===== config.mk =====
export PLATFORM = sky130hd
export DESIGN_NAME = fft_frame_tx
export DESIGN_NICKNAME = d
export VERILOG_FILES = /design/src/rtl/fft_frame_tx.sv
export SDC_FILE = /design/constraint.sdc
export NUM_CORES = 1
export LEC_CHECK = 0
export ABC_CLOCK_PERIOD_IN_PS = 9800
export CORE_UTILIZATION = 45
export DETAILED_ROUTE_END_ITERATION = 10
export GPL_TIMING_DRIVEN = 0
export MAX_ROUTING_LAYER = met4
export SLEW_MARGIN = 20
export SYNTH_ARGS = -nofsm -noshare
export SYNTH_HDL_FRONTEND = slang
export SYNTH_SLANG_ARGS = --single-unit

===== constraint.sdc =====
create_clock -name clk -period 9.8 [get_ports clk]
set_input_delay 1.96 -clock clk [delete_from_list [all_inputs] [get_ports clk]]
set_output_delay 1.96 -clock clk [all_outputs]
set_load 0.01 [all_outputs]

===== src/rtl/fft_frame_tx.sv =====
`default_nettype none
// ============================================================================
// Module   : fft_frame_tx
// Brief    : Ping-pong buffered framer emitting contiguous FFT_LEN-sample
//            bursts with forced idle gaps. Optional short-frame zero padding
//            is enabled by defining FFT_TX_ZERO_PAD_EN.
// Revision : 1.0 - initial release
// ============================================================================
module fft_frame_tx #(
   parameter int DATA_WID     = 16,
   parameter int FFT_LEN      = 16,
   parameter int LOG2_FFT_LEN = 4,
   parameter int GAP_CYCLES   = 1
) (
   input  logic                clk,
   input  logic                rst,
   input  logic [DATA_WID-1:0] s_data_re,
   input  logic [DATA_WID-1:0] s_data_im,
   input  logic                s_valid,
   output logic                s_ready,
`ifdef FFT_TX_ZERO_PAD_EN
   input  logic                s_last,
`endif
   output logic [DATA_WID-1:0] m_data_re,
   output logic [DATA_WID-1:0] m_data_im,
   output logic                m_val,
   output logic [15:0]         frame_cnt
);

   localparam int                      c_gap_w    = (GAP_CYCLES > 1) ? $clog2(GAP_CYCLES) : 1;
   localparam logic [LOG2_FFT_LEN-1:0] c_cnt_last = LOG2_FFT_LEN'(FFT_LEN - 1);
   localparam logic [LOG2_FFT_LEN-1:0] c_cnt_one  = LOG2_FFT_LEN'(1);
   localparam logic [c_gap_w-1:0]      c_gap_last = c_gap_w'(GAP_CYCLES - 1);
   localparam logic [c_gap_w-1:0]      c_gap_one  = c_gap_w'(1);

   localparam logic [1:0] c_st_idle  = 2'd0;
   localparam logic [1:0] c_st_burst = 2'd1;
   localparam logic [1:0] c_st_gap   = 2'd2;

   // Sample storage: {bank, slot} addressed, re in the upper half
   logic [2*DATA_WID-1:0]   r_mem [0:2*FFT_LEN-1];

   logic                    r_wr_bank;
   logic [LOG2_FFT_LEN-1:0] r_wr_cnt;
   logic [1:0]              r_full;
   logic                    w_wr_xfer;
   logic                    w_wr_en;
   logic                    w_wr_done;
   logic [2*DATA_WID-1:0]   w_wr_data;
   logic [1:0]              w_full_set;
   logic [1:0]              w_full_clr;

   logic [1:0]              r_state;
   logic [1:0]              w_state_nxt;
   logic                    r_rd_bank;
   logic [LOG2_FFT_LEN-1:0] r_rd_cnt;
   logic [c_gap_w-1:0]      r_gap_cnt;
   logic                    w_burst_act;
   logic                    w_burst_done;
   logic                    w_gap_act;
   logic                    w_gap_done;
   logic                    r_m_val;
   logic [2*DATA_WID-1:0]   r_m_data;
   logic [15:0]             r_frame_cnt;

   assign w_wr_xfer = s_valid & s_ready;

`ifdef FFT_TX_ZERO_PAD_EN
   // PAD fills the rest of a short frame with zeros while the input is held off
   logic r_pad;
   logic w_pad_start;

   assign w_pad_start = w_wr_xfer & s_last & (r_wr_cnt != c_cnt_last);
   assign s_ready     = ~r_full[r_wr_bank] & ~r_pad;
   assign w_wr_en     = w_wr_xfer | r_pad;
   assign w_wr_data   = r_pad ? '0 : {s_data_re, s_data_im};

   always_ff @(posedge clk or posedge rst) begin
      if (rst) begin
         r_pad <= 1'b0;
      end else if (w_pad_start) begin
         r_pad <= 1'b1;
      end else if (w_wr_done) begin
         r_pad <= 1'b0;
      end
   end
`else
   assign s_ready   = ~r_full[r_wr_bank];
   assign w_wr_en   = w_wr_xfer;
   assign w_wr_data = {s_data_re, s_data_im};
`endif

   assign w_wr_done = w_wr_en & (r_wr_cnt == c_cnt_last);

   always_ff @(posedge clk or posedge rst) begin
      if (rst) begin
         r_wr_bank <= 1'b0;
         r_wr_cnt  <= '0;
      end else if (w_wr_en) begin
         if (w_wr_done) begin
            r_wr_cnt  <= '0;
            r_wr_bank <= ~r_wr_bank;
         end else begin
            r_wr_cnt  <= r_wr_cnt + c_cnt_one;
         end
      end
   end

   always_ff @(posedge clk) begin
      if (w_wr_en) begin
         r_mem[{r_wr_bank, r_wr_cnt}] <= w_wr_data;
      end
   end

   // Set and clear always target different banks, so both may act on one edge
   for (genvar b = 0; b < 2; b++) begin : g_bank
      assign w_full_set[b] = w_wr_done    & (int'(r_wr_bank) == b);
      assign w_full_clr[b] = w_burst_done & (int'(r_rd_bank) == b);
   end

   always_ff @(posedge clk or posedge rst) begin
      if (rst) begin
         r_full <= 2'b00;
      end else begin
         r_full <= (r_full & ~w_full_clr) | w_full_set;
      end
   end

   always_ff @(posedge clk or posedge rst) begin
      if (rst) begin
         r_state <= c_st_idle;
      end else begin
         r_state <= w_state_nxt;
      end
   end

   always_comb begin
      w_state_nxt = r_state;
      case (r_state)
         c_st_idle:  if (r_full[r_rd_bank]) w_state_nxt = c_st_burst;
         c_st_burst: if (w_burst_done)      w_state_nxt = c_st_gap;
         c_st_gap:   if (w_gap_done)        w_state_nxt = c_st_idle;
         default:                           w_state_nxt = c_st_idle;
      endcase
   end

   always_comb begin
      w_burst_act  = 1'b0;
      w_burst_done = 1'b0;
      w_gap_act    = 1'b0;
      w_gap_done   = 1'b0;
      case (r_state)
         c_st_burst: begin
            w_burst_act  = 1'b1;
            w_burst_done = (r_rd_cnt == c_cnt_last);
         end
         c_st_gap: begin
            w_gap_act    = 1'b1;
            w_gap_done   = (r_gap_cnt == c_gap_last);
         end
         default: ;
      endcase
   end

   // Output data is forced to zero in every non-burst cycle
   always_ff @(posedge clk or posedge rst) begin
      if (rst) begin
         r_rd_bank   <= 1'b0;
         r_rd_cnt    <= '0;
         r_gap_cnt   <= '0;
         r_m_val     <= 1'b0;
         r_m_data    <= '0;
         r_frame_cnt <= '0;
      end else begin
         if (w_burst_act) begin
            r_m_val  <= 1'b1;
            r_m_data <= r_mem[{r_rd_bank, r_rd_cnt}];
            r_rd_cnt <= r_rd_cnt + c_cnt_one;
         end else begin
            r_m_val  <= 1'b0;
            r_m_data <= '0;
         end
         if (w_burst_done) begin
            r_rd_bank   <= ~r_rd_bank;
            r_frame_cnt <= r_frame_cnt + 16'd1;
         end
         if (w_gap_act) begin
            r_gap_cnt <= r_gap_cnt + c_gap_one;
         end else begin
            r_gap_cnt <= '0;
         end
      end
   end

   assign m_val     = r_m_val;
   assign m_data_re = r_m_data[2*DATA_WID-1:DATA_WID];
   assign m_data_im = r_m_data[DATA_WID-1:0];
   assign frame_cnt = r_frame_cnt;

endmodule
`default_nettype wire


======== Yosys cells after proc, flatten, opt, wreduce, memory -nomap -nowiden ========
Memory sizes are Yosys's and may differ from the RTL's.
Cells that the tools add are included.
operators by class
  reductions and logical operators ........ 3
  equality and inequality tests ........... 7
  multiplexer cells ....................... 18
  $add $sub $neg .......................... 4
  $lt $le $gt $ge ......................... 2
  bitwise logic cells ..................... 15
operator list
  kind                     number
  $mux W32                 1
  $add A16 B1 Y16 const B  1
  $mux W1                  12
  $add A4 B1 Y4 const B    2
  $eq A4 B4 Y1 const B     2
  $and A1 B1 Y1            6
  $mux W2                  3
  $ne A2 B2 Y1 const B     3
  $not A1 Y1               6
  $pmux W2 S3              1
  $lt A1 B2 Y1 const B     2
  $mux W4                  1
  $reduce_and A3 Y1        1
  $and A2 B2 Y2            1
  $eq A2 B1 Y1 const B     1
  $eq A2 B2 Y1 const B     1
  $logic_not A2 Y1         1
  $not A2 Y2               1
  $or A2 B2 Y2             1
  $reduce_and A2 Y1        1
  $add A1 B1 Y1 const B    1
storage, ports and cells
  bits of input ports ..................... 35
  memory bits (writable) .................. 1,024
  memories ................................ 1
  flip-flop bits (word level) ............. 64
memory list
  name   words  bits a word  read ports  clocked after Yosys merged registers in  wr ports  RTL line  text
  r_mem  32     32           1           0                                        1         41        logic [2*DATA_WID-1:0] r_mem [0:2*FFT_LEN-1];

======== Logic depth before layout (Yosys ltp) ========
  depth in word-level cells ............... 7
  depth in mapped cells ................... 8

======== Worst setup path after synthesis ========
Ideal clock, no wire load.
  kind .................................... input -> register
  from .................................... in s_valid
  to ...................................... mem r_mem[25][0] (netlist name), enable pin
  slack ................................... 5.493 ns
  library setup time ...................... 0.421 ns
  stages on the path ...................... 4
  data arrival time ....................... 3.886 ns
  required time ........................... 9.379 ns
  path through ............................ and2_1 -> clkbuf_1 -> nand2_1 -> nor2_1
on the way
  longest elaborated chain between the ends .. 3
RTL lines
  item                           RTL line  text
  from (decl)                    19        input logic s_valid,
  $and A1 B1 Y1                  66        assign w_wr_xfer = s_valid & s_ready;
  $mux W1                        110       if (w_wr_en) begin
  $mux W1 (implied by the code)  111       r_mem[{r_wr_bank, r_wr_cnt}] <= w_wr_data;
  to (decl)                      41
Every way passes these cells.

======== Worst setup path after layout ========
  from .................................... reg r_wr_bank
  to ...................................... out s_ready
on the way
  longest elaborated chain between the ends .. 3
RTL lines
  item                                         RTL line  text
  from (decl)                                  43        logic r_wr_bank;
  from (signal assigned)                       102       r_wr_bank <= ~r_wr_bank;
  $mux W1 (implied by the code) (2 in series)  88        assign s_ready = ~r_full[r_wr_bank];
  $not A1 Y1                                   88
  to (decl)                                    20        output logic s_ready,
Every way passes these cells. The select of a mux whose other input is x is not followed.

==> out/metrics.cfg <==
[status]
outcome = complete, no violations

[worst_setup_path]
worst_setup_path_start_kind = flip-flop
criticalPathCategory = flip-flop to output port
critical_path_required_ns = 7.84
worst-path-max-fanout = 9
worstPathArrival_ns = 2.26
cp-end-kind = output port

[logic_synthesis]
yosys.area.top_type = edfxtp_1
ys_seq_elements = 1088
netlist_top_cells_area = edfxtp_1 (73%), mux4_2 (8.6%), mux2i_1 (5.4%)
yosys_most_used_dff = edfxtp_1
synth_nets = 2027
yosysSeqAreaShare = 0.771
synth_top_cell_area_share = 0.733
synth_cell_types = 48
synth-async-reset-ratio = 0.0588
synth.most_common_cell = edfxtp_1
yosysWarnings = 0
netlist_instances = 1986
synth_edf_count = 1024
syn_avg_cell_area_sq_um = 21.1
synth_area_sq_mm = 0.0420
synth_common_cells = edfxtp_1 (1024), mux2i_1 (225), mux4_2 (160)

[drt]
firstDrtPassIters = 5
post-route-drc-count = 0
ant_nets = 0
wl_per_cell_um = 27.3
drtIter0Drc = 1694
via_per_inst = 5.66
num_vias = 20100
routed_wirelength_um = 96900

[floorplanning]
dieArea_sq_mm = 0.0945
rows = 111
chipWidth_um = 307
num_io_pins = 85
core_region_area_sq_mm = 0.0921
start_util = 0.456
die_h_um = 307

[clocking]
root_buffer = clkbuf_16
postCtsSetupBuffers = 0
cts_hold_buf = 0
htreeDepth = 3
cts_tree = done
cts_buffer_depth = 3
numCtsBuffers = 108
clock_sinks = 1088
path_clk_slew_ns = 0.06
cts-resized-gates = 0
clk_latency_ns = 0.69

[power]
power_leakage_nw = 15.9
powerDensity_mw_per_mm2 = 275
irDropWorstVdd_uv = 187

[cells_and_area]
final_layout_size_suffix_gt1_frac = 0.238
fin_cells = 3554
seqCellArea_sq_mm = 0.0324
fillCellCount = 7142
syn2layout_area_growth_pct = 16.1
nets = 2258
multi_input_area_sq_mm = 0.00903
final_area_sq_mm = 0.0487

[timing]
rsz0062_at_grt = no
fmax_mhz = 237
fin_crit_sh = 0.431
layout_setup_ws_ns = 5.58
clock_skew_ns = 0.0449
final.min_clock_period_ns = 4.22
hold_ws_ns = 0.443
slew_violations = 0
worst_pin_slew_ns = 1.12
setup_tns_ns = 0
setup_viol = 0
finalHoldViolCount = 0
relSlewSlack = 0.250

[placed_design]
placed_cells = 3350
post_dp_cell_area_sq_mm = 0.0454
gp_routability_congestion = 0.794
io_buffers = 84
place_hpwl_um = 65600
post-place-ws_ns = 4.88

[global_route]
grt_max_degree = 44
grt_usage = 0.214
overflow = 0
grt_pass1_wl_um = 141000
grt_pass1_vias = 20700
antenna_found_initial = 5

[hold_path]
hold_path_class = flip-flop to flip-flop

[run]
max_cap_violations = 0

## cell families (layout without fill, tap and decap cells)
family,Yosys count,after routing,share of synthesized area
flip-flops,1088,1088,0.771
multiplexers,386,386,0.140
AO/OA/AOI/OAI,237,237,0.0482
buffers and inverters,125,449,0.0195
AND/OR/NAND/NOR,124,124,0.0156
XOR/XNOR,20,20,0.00417
adder cells (fa/ha/maj),6,6,0.00179
other,0,1,0
## cells in the final DEF, fill, tap and decap left out, types with 17 or more instances in the layout
cell,n
dfrtp_1,64
mux4_2,160
buf_6,29
a21oi_1,32
a221oi_2,32
clkinv_1,17
a221oi_1,32
o22ai_1,32
clkdlybuf4s50_1,52
a211oi_2,27
mux2i_1,225
buf_16,17
o21ai_0,22
nor2_4,32
o221ai_1,32
edfxtp_1,1024
clkbuf_1,74
buf_12,22
clkinv_2,27
nand2_1,17
buf_2,60
clkbuf_16,109
or2_1,32
## worst max-delay path: stages, from the launching register on
cell	delay, ns
dfrtp_1	0.32
clkbuf_1	0.34
mux2i_1	0.34
clkdlybuf4s50_1	0.62
## sequential cells by signal, summed over array words and instances (netlist names), 2 cells and up
signal / flops
r_wr_cnt: 4
r_full: 2
r_rd_cnt: 4
r_m_data: 32
r_mem: 1024
frame_cnt: 16
r_state: 2
## through the flow
stage | power [W] | util
2_1_floorplan | 0.00811 | -
3_3_place_gp | 0.00946 | 0.482
3_5_place_dp | 0.00959 | 0.494
4_1_cts | 0.0135 | 0.530
5_1_grt | 0.0139 | 0.529
6_report | 0.0134 | 0.529
## cell type report
cell class	count	area share
clock inverter	57	0.0102
sequential	1088	0.664
inverter	8	0.000668
clock buffer	146	0.0597
antenna	1	0.0000514
buffer	117	0.0162
tap	1243	0.0319
multi-input combinational	773	0.185
timing repair buffer	121	0.0318
## metal layers
metal,track usage,vias up,part of all wire
li1,-,8737,-
met5,-,-,0
met4,0.0500,0,0.016
met3,0.0364,117,0.067
met2,0.337,629,0.49
met1,0.292,10600,0.43
## where the power goes
part	total [W]	internal [W]	switching (W)
combinational	0.00397	0.00162	0.00235
clock	0.00395	0.00224	0.00171
sequential	0.00548	0.00539	0.0000890
total	0.0134	0.00925	0.00415
## path summary, 6_finish.rpt
kind | startpoint | end | slack [ns] | cells past startpoint
worst min-delay path | r_gap_cnt | r_gap_cnt | 0.44 | 1
min in group asynchronous | rst | frame_cnt[13] | 1.61 | 2
worst max register to register | r_wr_bank | r_mem[28][11] | 6.35 | 7
worst min register to register | r_gap_cnt | r_gap_cnt | 0.44 | 1
max in group asynchronous | rst | r_m_data[4] | 7.62 | 3
worst max-delay path | r_wr_bank | s_ready | 5.58 | 3
Power figures use the tool's default switching activity.
